==> src/rtl/gte_seq_pkg.sv <==
// Shared constants and types for the GTE add-path command sequencer.
package gte_seq_pkg;

  localparam int unsigned OP_W  = 6;
  localparam int unsigned SEL_W = 4;
  localparam int unsigned ID_W  = 2;
  localparam int unsigned CV_W  = 2;
  localparam int unsigned PH_W  = 2;

  // Opcodes that have an add-path program
  localparam logic [OP_W-1:0] OP_RTPS  = 6'h01;
  localparam logic [OP_W-1:0] OP_DPCS  = 6'h10;
  localparam logic [OP_W-1:0] OP_MVMVA = 6'h12;
  localparam logic [OP_W-1:0] OP_NCDS  = 6'h13;
  localparam logic [OP_W-1:0] OP_AVSZ3 = 6'h2D;
  localparam logic [OP_W-1:0] OP_GPL   = 6'h3E;

  // Add-path operand selects
  localparam logic [SEL_W-1:0] SEL_TR   = 4'd0;
  localparam logic [SEL_W-1:0] SEL_BK   = 4'd1;
  localparam logic [SEL_W-1:0] SEL_FC   = 4'd2;
  localparam logic [SEL_W-1:0] SEL_ZERO = 4'd3;
  localparam logic [SEL_W-1:0] SEL_COL  = 4'd4;
  localparam logic [SEL_W-1:0] SEL_MAC  = 4'd5;
  localparam logic [SEL_W-1:0] SEL_ZSF  = 4'd6;
  localparam logic [SEL_W-1:0] SEL_TMP  = 4'd7;
  localparam logic [SEL_W-1:0] SEL_OF   = 4'd8;
  localparam logic [SEL_W-1:0] SEL_SPC  = 4'd9;

  typedef enum logic [1:0] {
    ST_IDLE = 2'd0,
    ST_RUN  = 2'd1,
    ST_DONE = 2'd2
  } seq_state_e;

  // Control word consumed by the add-path selector
  typedef struct packed {
    logic [SEL_W-1:0] sel;
    logic [ID_W-1:0]  id;
    logic             useSF;
    logic             isMVMVA;
    logic [CV_W-1:0]  cv;
  } gteSelAddCtrl;

endpackage

==> src/rtl/gte_addpath_prog.sv <==
// Program table: (opcode, phase) -> add-path control for that phase.
module gte_addpath_prog
  import gte_seq_pkg::*;
(
  input  logic [OP_W-1:0]  i_op,
  input  logic [PH_W-1:0]  i_phase,
  output logic [SEL_W-1:0] o_sel,
  output logic             o_useSF,
  output logic             o_isMVMVA,
  output logic             o_lastPhase,
  output logic             o_singleStep,
  output logic             o_valid
);

  // Phase lookup; unknown opcodes and out-of-range phases report invalid
  always_comb begin
    o_sel        = SEL_ZERO;
    o_useSF      = 1'b0;
    o_isMVMVA    = 1'b0;
    o_lastPhase  = 1'b0;
    o_singleStep = 1'b0;
    o_valid      = 1'b0;
    case (i_op)
      OP_MVMVA: if (i_phase == 2'd0) begin
        o_isMVMVA = 1'b1; o_lastPhase = 1'b1; o_valid = 1'b1;
      end
      OP_RTPS: case (i_phase)
        2'd0:    begin o_sel = SEL_TR; o_valid = 1'b1; end
        2'd1:    begin o_sel = SEL_OF; o_lastPhase = 1'b1; o_valid = 1'b1; end
        default: ;
      endcase
      OP_NCDS: case (i_phase)
        2'd0:    begin o_sel = SEL_BK;  o_valid = 1'b1; end
        2'd1:    begin o_sel = SEL_SPC; o_valid = 1'b1; end
        2'd2:    begin o_sel = SEL_FC;  o_lastPhase = 1'b1; o_valid = 1'b1; end
        default: ;
      endcase
      OP_DPCS: case (i_phase)
        2'd0:    begin o_sel = SEL_COL; o_valid = 1'b1; end
        2'd1:    begin o_sel = SEL_FC;  o_lastPhase = 1'b1; o_valid = 1'b1; end
        default: ;
      endcase
      OP_GPL: if (i_phase == 2'd0) begin
        o_sel = SEL_MAC; o_useSF = 1'b1; o_lastPhase = 1'b1; o_valid = 1'b1;
      end
      OP_AVSZ3: if (i_phase == 2'd0) begin
        o_sel = SEL_ZSF; o_lastPhase = 1'b1; o_singleStep = 1'b1; o_valid = 1'b1;
      end
      default: ;
    endcase
  end

endmodule

==> src/rtl/gte_addpath_seq.sv <==
// GTE add-path command sequencer: steps the selector control word per opcode program.
module gte_addpath_seq
  import gte_seq_pkg::*;
(
  input  logic             i_clk,
  input  logic             i_rst,
  input  logic             i_cmdValid,
  input  logic [OP_W-1:0]  i_cmdOp,
  input  logic             i_sf,
  input  logic [CV_W-1:0]  i_cv,
  output logic             o_cmdReady,
  input  logic             i_stall,
  output logic [SEL_W-1:0] o_sel,
  output logic [ID_W-1:0]  o_id,
  output logic             o_useSF,
  output logic             o_isMVMVA,
  output logic [CV_W-1:0]  o_cv,
  output logic             o_stepValid,
  output logic             o_last,
  output logic             o_done,
  output logic             o_err
);

  seq_state_e       state_q, state_d;
  logic [OP_W-1:0]  op_q, op_d;
  logic             sf_q, sf_d;
  logic [CV_W-1:0]  cv_q, cv_d;
  logic [PH_W-1:0]  phase_q, phase_d;
  logic [ID_W-1:0]  id_q, id_d;
  gteSelAddCtrl     ctrl_q, ctrl_d;
  logic             step_valid_q, step_valid_d;
  logic             last_q, last_d;
  logic             done_q, done_d;
  logic             err_q, err_d;
  logic             ready_q, ready_d;
  logic             accept_c;

  logic [SEL_W-1:0] p_sel;
  logic             p_use_sf, p_is_mvmva, p_last_phase, p_single, p_valid;

  assign accept_c = i_cmdValid & ready_q;

  // Program lookup for the phase that will be live next cycle
  gte_addpath_prog u_prog (
    .i_op         (op_d),
    .i_phase      (phase_d),
    .o_sel        (p_sel),
    .o_useSF      (p_use_sf),
    .o_isMVMVA    (p_is_mvmva),
    .o_lastPhase  (p_last_phase),
    .o_singleStep (p_single),
    .o_valid      (p_valid)
  );

  // Command latches and phase/id counters; stall simply holds everything
  always_comb begin
    op_d    = op_q;
    sf_d    = sf_q;
    cv_d    = cv_q;
    phase_d = phase_q;
    id_d    = id_q;
    if (accept_c) begin
      op_d    = i_cmdOp;
      sf_d    = i_sf;
      cv_d    = i_cv;
      phase_d = '0;
      id_d    = '0;
    end else if (state_q == ST_RUN && !i_stall && !last_q) begin
      if (id_q == ID_W'(2)) begin
        phase_d = phase_q + PH_W'(1);
        id_d    = '0;
      end else begin
        id_d = id_q + ID_W'(1);
      end
    end
  end

  // Next state and next registered control word
  always_comb begin
    state_d      = state_q;
    done_d       = 1'b0;
    err_d        = 1'b0;
    ctrl_d       = '{sel: SEL_ZERO, id: '0, useSF: 1'b0, isMVMVA: 1'b0, cv: cv_d};
    step_valid_d = 1'b0;
    last_d       = 1'b0;
    case (state_q)
      ST_IDLE, ST_DONE: begin
        if (accept_c) begin
          state_d = p_valid ? ST_RUN : ST_DONE;
          done_d  = ~p_valid;
          err_d   = ~p_valid;
        end else if (state_q == ST_DONE) begin
          state_d = ST_IDLE;
        end
      end
      ST_RUN: begin
        if (!i_stall && last_q) begin
          state_d = ST_DONE;
          done_d  = 1'b1;
        end
      end
      default: state_d = ST_IDLE;
    endcase
    if (state_d == ST_RUN) begin
      ctrl_d.sel     = p_sel;
      ctrl_d.id      = id_d;
      ctrl_d.useSF   = p_use_sf & sf_d;
      ctrl_d.isMVMVA = p_is_mvmva;
      step_valid_d   = 1'b1;
      last_d         = p_last_phase & (p_single | (id_d == ID_W'(2)));
    end
    ready_d = (state_d != ST_RUN);
  end

  // State and output registers with synchronous reset
  always_ff @(posedge i_clk) begin
    if (i_rst) begin
      state_q      <= ST_IDLE;
      op_q         <= '0;
      sf_q         <= 1'b0;
      cv_q         <= '0;
      phase_q      <= '0;
      id_q         <= '0;
      ctrl_q       <= '{sel: SEL_ZERO, id: '0, useSF: 1'b0, isMVMVA: 1'b0, cv: '0};
      step_valid_q <= 1'b0;
      last_q       <= 1'b0;
      done_q       <= 1'b0;
      err_q        <= 1'b0;
      ready_q      <= 1'b0;
    end else begin
      state_q      <= state_d;
      op_q         <= op_d;
      sf_q         <= sf_d;
      cv_q         <= cv_d;
      phase_q      <= phase_d;
      id_q         <= id_d;
      ctrl_q       <= ctrl_d;
      step_valid_q <= step_valid_d;
      last_q       <= last_d;
      done_q       <= done_d;
      err_q        <= err_d;
      ready_q      <= ready_d;
    end
  end

  assign o_cmdReady  = ready_q;
  assign o_sel       = ctrl_q.sel;
  assign o_id        = ctrl_q.id;
  assign o_useSF     = ctrl_q.useSF;
  assign o_isMVMVA   = ctrl_q.isMVMVA;
  assign o_cv        = ctrl_q.cv;
  assign o_stepValid = step_valid_q;
  assign o_last      = last_q;
  assign o_done      = done_q;
  assign o_err       = err_q;

endmodule

==> config.mk <==
export PLATFORM = sky130hd
export DESIGN_NAME = gte_addpath_seq
export DESIGN_NICKNAME = d
export VERILOG_FILES = /design/src/rtl/gte_seq_pkg.sv /design/src/rtl/gte_addpath_prog.sv /design/src/rtl/gte_addpath_seq.sv
export SDC_FILE = /design/constraint.sdc
export NUM_CORES = 1
export LEC_CHECK = 0
export CAP_MARGIN = 10
export CORE_UTILIZATION = 55
export DETAILED_ROUTE_END_ITERATION = 6
export DONT_BUFFER_PORTS = 1
export GPL_TIMING_DRIVEN = 0
export PLACE_DENSITY_LB_ADDON = 0.3
export SYNTH_ARGS = -nofsm -noshare
export SYNTH_HDL_FRONTEND = slang
export SYNTH_SLANG_ARGS = --single-unit
export TNS_END_PERCENT = 100
==> constraint.sdc <==
create_clock -name i_clk -period 2.7 [get_ports i_clk]
set_clock_uncertainty 0.05 [all_clocks]
set_input_delay 0.81 -clock i_clk [delete_from_list [all_inputs] [get_ports i_clk]]
set_output_delay 0.81 -clock i_clk [all_outputs]
set_load 0.02 [all_outputs]
==> results of run 1 <==
## cells in the final DEF, fill, tap and decap left out, types with 3 or more instances in the layout
cell type  instances
nand4_1            4
o21ai_1            3
a21o_1             3
o21ai_0            4
nor2_1            12
clkbuf_4           3
mux2i_1            3
clkbuf_1           4
a21oi_1           11
nor3_1             7
o22ai_1            4
nand3_1            6
xor2_1             4
dfxtp_1           27
nand2_1           19
## metrics by stage
| step | total power [W] | hold WS [ns] | util | setup TNS [ns] |
|---|---|---|---|---|
| 2_1_floorplan | 0.000522 | 0.390 | - | -0.0943 |
| 3_5_place_dp | 0.000541 | 0.410 | 0.622 | -2.41 |
| 4_1_cts | 0.000816 | 0.433 | 0.649 | 0 |
| 6_report | 0.000817 | 0.432 | 0.649 | 0 |
| 3_3_place_gp | 0.000538 | 0.406 | 0.622 | -1.83 |
| 5_1_grt | 0.000837 | 0.446 | 0.649 | 0 |
## critical path, delay by kind of cell (launching register included)
family,cells,cell delay (ns)
flops,1,0.44
compound gates,4,0.94
buf+inv,1,0.08
simple gates,2,0.94
## area by class of cell
type                            instances  area [um2]  share of cell area
Sequential cell                        28         562               0.377
Buffer                                  8        40.0              0.0268
Tap cell                               28        35.0              0.0235
Clock buffer                            3        22.5              0.0151
Inverter                                3        11.3             0.00755
Clock inverter                          1        30.0              0.0201
Multi-Input combinational cell        123         791               0.530
## how the worst max path moves through the flow
stage / to / start / slack, ns
global route: o_sel[1] / o_cmdReady / 0.06
detailed placement: o_sel[1] / i_cmdValid / -0.30
floorplan: o_last / i_stall / -0.09
finish: o_sel[1] / o_cmdReady / 0.16
CTS: o_sel[1] / o_cmdReady / 0.08
global placement: o_sel[1] / i_cmdValid / -0.25
## sequential cells by signal (all words and copies together), names as in the netlist
signal,flops
o_done,1
phase_q,2
o_stepValid,1
o_cv,2
o_cmdReady,1
op_q,6
o_sel,4
o_last,1
state_q,2
o_isMVMVA,1
id_q,2
o_err,1
o_id,2
sf_q,1
o_useSF,1
## cells by family after synthesis
logic type / after synthesis / synth area share
simple gates: 70 / 0.273
mux: 3 / 0.0216
buf+inv: 12 / 0.0396
flops: 28 / 0.403
xor+xnor: 6 / 0.0378
compound gates: 44 / 0.225
## routing by layer
metal	vias up	global-route usage
met2	64	0.410
met1	590	0.323
met3	9	0.0290
met5	-	0
met4	0	0.0921
li1	605	-
## power by group through the flow
stage	registers [W]	clock network, W	logic (W)
floorplan	0.000449	0	0.0000734
global placement	0.000450	0	0.0000873
detailed placement	0.000451	0	0.0000906
CTS	0.000442	0.000281	0.0000923
global route	0.000444	0.000290	0.000103
finish	0.000442	0.000280	0.0000945
==> metrics.md, run 1 <==
| Metric | Value |
|---|---|
| Post-synth EDFFs | 0 |
| Crit path arrival time | 2.75 ns |
| Most instantiated cells after synthesis | dfxtp_1, nand2_1, nor2_1, a21oi_1, nor3_1 |
| Area leader, netlist | dfxtp_1 |
| Syn_nets | 176 |
| Post-Route M1 WL | 1330 um |
| Worst-case clock buffer depth | 2 |
| Peak VDD IR | 0.437 mV |
| Setup Buffers After CTS | 0 |
| Clk sinks | 28 |
| # port buffers | 0 |
| Finish-stage setup viols | 0 |
| Skew-Pair Late Insertion Delay | 0.34 ns |
| Slew headroom | 0.640 |
| Post-placement cell area | 1430 um2 |
| P_sw | 0.000203 W |
| Worst slew pin tran | 0.537 ns |
| # resized after CTS | 2 |
| Synth area leaders | dfxtp_1, nand2_1, a21oi_1 |
| Status | finished clean |
| RR Startpoint | o_cmdReady |
| Fin area | 1490 um2 |
| Top-count cell post-synth | dfxtp_1 |
| Initial DRC count | 66 |
| Dpl hpwl | 2210 um |
| Power share of the combinational group | 0.116 |
| Core area | 2300 um2 |
| Standard-cell rows | 17 |
| Routed Antenna Nets | 0 |
| Worst setup path class | flip-flop to flip-flop |
| DR WL/cell | 15.7 um |
| Place WS | -0.302 ns |
| CTS tree | built |
| Cts hold-fix bufs | 0 |
| Slew Viols, Final | 0 |
| #FFs+latches synth | 28 |
| GPL Wtd Cong | 0.841 |
| Max incr delay on CP | 0.62 ns |
| Share of layout cells above drive strength 1 | 0.102 |
| Reg clk slew, reported paths | 0.16 ns |
| Flop pwr share | 0.541 |
| Pint | 0.000614 W |
| Top_reg_cell synth | dfxtp_1 |
| Top Metal Used | met4 |
| Critical path, cell by cell | and2_1 -> o21ai_1 -> a32o_1 -> or4b_1 -> a21oi_4 -> inv_2 -> o221ai_1 |
| Synth top area share | 0.403 |
| Routed wl met3 | 277 um |
| Crit. End Element | flip-flop |
| Min-Delay Path Class | flip-flop to flip-flop |
| Die area | 2730 um2 |
| RSZ-0062 raised after global routing | no |
| Starting Density | 0.605 |
| Max Cap Viol | 0 |
| Routed wl met2 | 1370 um |
| Post-synthesis cell count | 163 |
| Die X | 52.3 um |
| Hold Vio Cnt, Final | 0 |
| Worst r2r dst | o_sel[1] |
| Post-synthesis sequential area ratio | 0.403 |
| Power per cell area | 548 nW/um2 |
| CP Launch Type | flip-flop |
| Hold Path Cell Cnt | 2 |
| Hold worst-path end | sf_q |
| Worst r2r path cells | 7 |
| Largest net degree at the start of global routing | 17 |
| Clk pwr share | 0.343 |
| WL final | 3050 um |
| Fillcell total | 199 |
| # DRC | 0 |
| Max Fanout on Critical Path | 8 |
| Ratio of final minimum period to clock period | 0.941 |
| Cell area after synthesis | 1390 um2 |
| Number of distinct library cells after synthesis | 49 |
| Drt pass-1 iters | 5 |
| Area Growth Syn to Fin | 7.29% |
| Inserted Diodes | 0 |
| Max Fclk | 394 MHz |
| Leak | 0.565 nW |
| Root buffer cell | clkbuf_4 |
| Final Worst Setup Slack | 0.160 ns |
| Slowest cell on the critical path | or4b_1 |
| Via Count | 1,268 |
| Die height | 52.3 um |
| Critical path required time | 2.91 ns |
| Final nets | 180 |
| H-tree levels | 1 |
| Final min period | 2.54 ns |
| DR vias/cell | 6.54 |
| Total CTS buffers | 3 |
| GRT Overall Usage | 0.246 |
| Non-filler cells, final | 194 |
| Io pins | 28 |
| R2r setup slk | 0.16 ns |
| Sw frac | 0.249 |
| Number of global-route vias before repair | 1,138 |
| Placed Instances | 191 |
| Initial antenna violation count | 0 |
| First-pass GRT wire length | 4980 um |
| Average size of a mapped cell | 8.53 um2 |
| Asr flop ratio synth | 0 |
| GRT Residual Overflow | 0 |
| Worst Min Path Start | sf_q |
| Syn. warnings | 0 |
No activity file was read; power rests on OpenSTA's default activity.
==> run 2, diff against run 1 <==
--- a/config.mk
+++ b/config.mk
@@ -5,11 +5,10 @@
 export SDC_FILE = /design/constraint.sdc
 export NUM_CORES = 1
 export LEC_CHECK = 0
-export CAP_MARGIN = 10
+export CAP_MARGIN = 20
 export CORE_UTILIZATION = 55
 export DETAILED_ROUTE_END_ITERATION = 6
 export DONT_BUFFER_PORTS = 1
-export GPL_TIMING_DRIVEN = 0
 export PLACE_DENSITY_LB_ADDON = 0.3
 export SYNTH_ARGS = -nofsm -noshare
 export SYNTH_HDL_FRONTEND = slang
==> run 2 against run 1 <==
Compared with the run above:
- clock power down 29%
- total power down 9.2%
- final area up 2.3%
- register-to-register slack better by 0.06 ns
- non-clock buffer count up 6
- maximum frequency up 2.4%
- utilization up 1.5 points
- largest power group unchanged
==> metrics.md, run 2 (synthesized netlist as in run 1, its figures left out) <==
| Metric | Value |
|---|---|
| Share of layout cells above drive strength 1 | 0.151 |
| Worst setup path class | flip-flop to flip-flop |
| Peak VDD IR | 0.378 mV |
| GRT Overall Usage | 0.253 |
| Skew-Pair Late Insertion Delay | 0.32 ns |
| Initial antenna violation count | 0 |
| Power per cell area | 486 nW/um2 |
| Routed Antenna Nets | 0 |
| Post-route core utilization | 0.664 |
| Dpl hpwl | 2310 um |
| Core area | 2300 um2 |
| Die area | 2730 um2 |
| Max Fanout on Critical Path | 8 |
| # port buffers | 0 |
| Via Count | 1,281 |
| WL final | 3100 um |
| Starting Density | 0.605 |
| Crit. End Element | flip-flop |
| Finish-stage setup viols | 0 |
| Standard-cell rows | 17 |
| RSZ-0062 raised after global routing | no |
| Hold Vio Cnt, Final | 0 |
| Root buffer cell | clkbuf_4 |
| Min-Delay Path Class | flip-flop to flip-flop |
| Ratio of final minimum period to clock period | 0.919 |
| Drt pass-1 iters | 4 |
| GRT Residual Overflow | 0 |
| Die X | 52.3 um |
| Place WS | -0.0671 ns |
| Setup_tns | 0 ns |
| Final nets | 186 |
| # DRC | 0 |
| Status | finished clean |
| Number of global-route vias before repair | 1,236 |
| First-pass GRT wire length | 5130 um |
| Max Cap Viol | 0 |
| Leak | 0.604 nW |
| Final min period | 2.48 ns |
| Total CTS buffers | 3 |
| Max reg flops | 6 |
| Final Worst Setup Slack | 0.220 ns |
| Initial DRC count | 35 |
| Clk sinks | 28 |
| # resized after CTS | 0 |
| Cts hold-fix bufs | 0 |
| DR WL/cell | 15.5 um |
| Worst slew pin tran | 0.557 ns |
| Commonest non-fill, non-tap cell in the layout | dfxtp_1 |
| Hold slack final | 0.432 ns |
| Area Growth Syn to Fin | 9.81% |
| Largest net degree at the start of global routing | 21 |
| Biggest register | op_q |
| Max Fclk | 403 MHz |
| Reg clk slew, reported paths | 0.14 ns |
| Inserted Diodes | 0 |
| Slew Viols, Final | 0 |
| Worst-case clock buffer depth | 2 |
| GPL Wtd Cong | 0.897 |
| DR vias/cell | 6.41 |
| CP Launch Type | flip-flop |
| H-tree levels | 1 |
| CTS tree | built |
| Io pins | 28 |
| Setup Buffers After CTS | 0 |
| Crit path arrival time | 2.68 ns |
| Total power | 0.000742 W |
| Critical path required time | 2.90 ns |
| Highest-count cells in the layout ignoring fill and taps | dfxtp_1, nand2_1, buf_4 |
| R2r setup slk | 0.22 ns |
| Die height | 52.3 um |
| Slew headroom | 0.625 |
## run 2: per-stage QoR
step | area, um2 | cells
6_report | 1530 | 200
5_1_grt | 1530 | 200
4_1_cts | 1530 | 200
3_5_place_dp | 1490 | 196
3_3_place_gp | 1490 | 196
2_1_floorplan | 1390 | 163
## run 2: worst max-delay path, cell delays in order (launching register included)
cell,delay (ns)
dfxtp_1,0.51
nand2_1,0.24
o31ai_1,0.45
buf_4,0.22
and3_1,0.25
a2bb2oi_1,0.10
or3_1,0.37
a311oi_2,0.20
## run 2: power by group
group / total [W] / internal [W] / switching, W
clock network: 0.000198 / 0.0000825 / 0.000116
registers: 0.000442 / 0.000426 / 0.0000166
logic: 0.000101 / 0.0000495 / 0.0000518
## run 2: final cells by class
class                   count  area, um2
repair buffers             14        105
multi-input cells         123        778
clock buffers               4       36.3
flip-flops and latches     28        561
inverters                   3       11.3
well taps                  28       35.0
fillers                   194        771
## run 2: final timing paths
check                   from     end  cells past startpoint
setup / recovery  o_cmdReady  o_last                      7
hold reg to reg         sf_q    sf_q                      2
setup reg to reg  o_cmdReady  o_last                      7
hold / removal          sf_q    sf_q                      2
## run 2: metal layers
layer / GRT usage / routed length (um) / vias to the layer above / share of wire
li1: - / - / 616 / -
met1: 0.302 / 1340 / 603 / 0.43
met2: 0.427 / 1500 / 58 / 0.48
met3: 0.0783 / 243 / 4 / 0.078
met4: 0.0877 / 17 / 0 / 0.0055
met5: 0 / 0 / - / 0
==> run 3, diff against run 2 <==
--- a/config.mk
+++ b/config.mk
@@ -6,11 +6,10 @@
 export NUM_CORES = 1
 export LEC_CHECK = 0
 export CAP_MARGIN = 20
-export CORE_UTILIZATION = 55
+export CORE_UTILIZATION = 57
 export DETAILED_ROUTE_END_ITERATION = 6
 export DONT_BUFFER_PORTS = 1
 export PLACE_DENSITY_LB_ADDON = 0.3
 export SYNTH_ARGS = -nofsm -noshare
 export SYNTH_HDL_FRONTEND = slang
 export SYNTH_SLANG_ARGS = --single-unit
-export TNS_END_PERCENT = 100
==> constraint.sdc (replaced) <==
create_clock -name i_clk -period 2.3 [get_ports i_clk]
set_clock_uncertainty 0.05 [all_clocks]
set_input_delay 0.69 -clock i_clk [delete_from_list [all_inputs] [get_ports i_clk]]
set_output_delay 0.69 -clock i_clk [all_outputs]
set_load 0.02 [all_outputs]
==> run 3 against run 2 <==
Compared with the run above:
- total power rose by 32%
- utilization is 8.7 points higher
- critical path type unchanged
- global-route usage increased by 4.9 points
- non-clock buffer count grew 15
==> metrics.md, run 3 (synthesized netlist as in run 1, its figures left out) <==
| Metric | Value |
|---|---|
| Finish-stage setup viols | 0 |
| DR vias/cell | 6.22 |
| Slew headroom | 0.708 |
| Die height | 51.4 um |
| GPL Wtd Cong | 0.888 |
| Place WS | -0.335 ns |
| GRT Overall Usage | 0.302 |
| Reg clk slew, reported paths | 0.15 ns |
| Slew Viols, Final | 0 |
| Area Growth Syn to Fin | 22.0% |
| Core area | 2250 um2 |
| Cts hold-fix bufs | 0 |
| Root buffer cell | clkbuf_4 |
| Total CTS buffers | 3 |
| H-tree levels | 1 |
| Max Fclk | 439 MHz |
| # port buffers | 0 |
| Placed Instances | 211 |
| Max reg flops | 6 |
| GRT Residual Overflow | 0 |
| Starting Density | 0.617 |
| Clk sinks | 28 |
| Post-route core utilization | 0.752 |
| Drt pass-1 iters | 4 |
| Routed Antenna Nets | 0 |
| Post-placement cell area | 1610 um2 |
| Worst setup path class | flip-flop to flip-flop |
| Via Count | 1,338 |
| # DRC | 0 |
| Final min period | 2.28 ns |
| Number of global-route vias before repair | 1,342 |
| Dpl hpwl | 2710 um |
| Standard-cell rows | 17 |
| Crit. End Element | flip-flop |
| Io pins | 28 |
| Critical path required time | 2.50 ns |
| Skew-Pair Late Insertion Delay | 0.33 ns |
| DR WL/cell | 16.8 um |
| Status | finished clean |
| Worst slew pin tran | 0.433 ns |
| Share of layout cells above drive strength 1 | 0.257 |
| Leak | 0.690 nW |
| Hold Vio Cnt, Final | 0 |
| Final nets | 201 |
| CP Launch Type | flip-flop |
| WL final | 3610 um |
| Max Cap Viol | 0 |
| Non-filler cells, final | 215 |
| Total power | 0.000979 W |
| Min-Delay Path Class | input pin to flip-flop |
| Commonest non-fill, non-tap cell in the layout | buf_4 |
| Die X | 51.4 um |
| First-pass GRT wire length | 5870 um |
| Inserted Diodes | 0 |
| Initial antenna violation count | 0 |
| Worst-case clock buffer depth | 2 |
| Power per cell area | 577 nW/um2 |
| Peak VDD IR | 0.392 mV |
| Initial DRC count | 32 |
| Die area | 2640 um2 |
| Ratio of final minimum period to clock period | 0.991 |
| Setup Buffers After CTS | 0 |
| Highest-count cells in the layout ignoring fill and taps | buf_4, dfxtp_1, nand2_1 |
| Max Fanout on Critical Path | 4 |
| RSZ-0062 raised after global routing | yes |
| CTS tree | built |
| Biggest register | op_q |
| Fin area | 1700 um2 |
| Final Worst Setup Slack | 0.0198 ns |
| Largest net degree at the start of global routing | 21 |
| Crit path arrival time | 2.48 ns |
run 3: changes by cell type in the layout (fill, tap and decap cells not counted), sizes merged:
cell and delta:
bufinv +1, clkbuf -1, buf +15
run 3: where the power goes:
part | total (W) | leakage, nW | internal, W | switching [W]
combinational | 0.000137 | 0.434 | 0.0000702 | 0.0000664
sequential | 0.000520 | 0.228 | 0.000500 | 0.0000196
clock | 0.000323 | 0.0279 | 0.000176 | 0.000146
run 3: what timing repair did:
action                                  4_1_cts  5_1_grt
endpoints found under the setup margin        8        8
pin swaps                                     1        3
resized for setup                             1        7
run 3: routing by layer:
metal	up-vias	routed length, um	GRT usage
met5	-	0	0
met4	0	58	0.131
met3	7	127	0.0298
met2	36	1980	0.580
met1	647	1450	0.328
li1	648	-	-
run 3: path summary, 6_finish.rpt:
kind | start | cells after the start | end | slack (ns)
setup / recovery | state_q[1] | 6 | o_last | 0.02
hold / removal | i_rst | 1 | op_q[1] | 0.35
setup reg to reg | state_q[1] | 6 | o_last | 0.02
hold reg to reg | sf_q | 2 | sf_q | 0.44
run 3: stage by stage:
| step | TNS [ns] | hold slack, ns |
|---|---|---|
| 5_1_grt | -0.0413 | 0.334 |
| 2_1_floorplan | -2.38 | 0.391 |
| 4_1_cts | 0 | 0.348 |
| 6_report | 0 | 0.354 |
| 3_5_place_dp | -2.24 | 0.415 |
| 3_3_place_gp | -1.85 | 0.411 |
run 3: final cells by class:
class	count	area [um2]
Clock buffer	3	22.5
Inverter	3	11.3
Fill cell	168	559
Multi-Input combinational cell	123	813
Sequential cell	28	566
Clock inverter	1	30.0
Tap cell	28	35.0
Timing Repair Buffer	29	218
run 3: worst max-delay path, cell delays in order (launching register included):
cell,delay (ns)
dfxtp_2,0.35
or4b_4,0.53
or3b_4,0.45
xor2_2,0.17
a2bb2oi_2,0.13
or3_1,0.32
a311oi_2,0.20
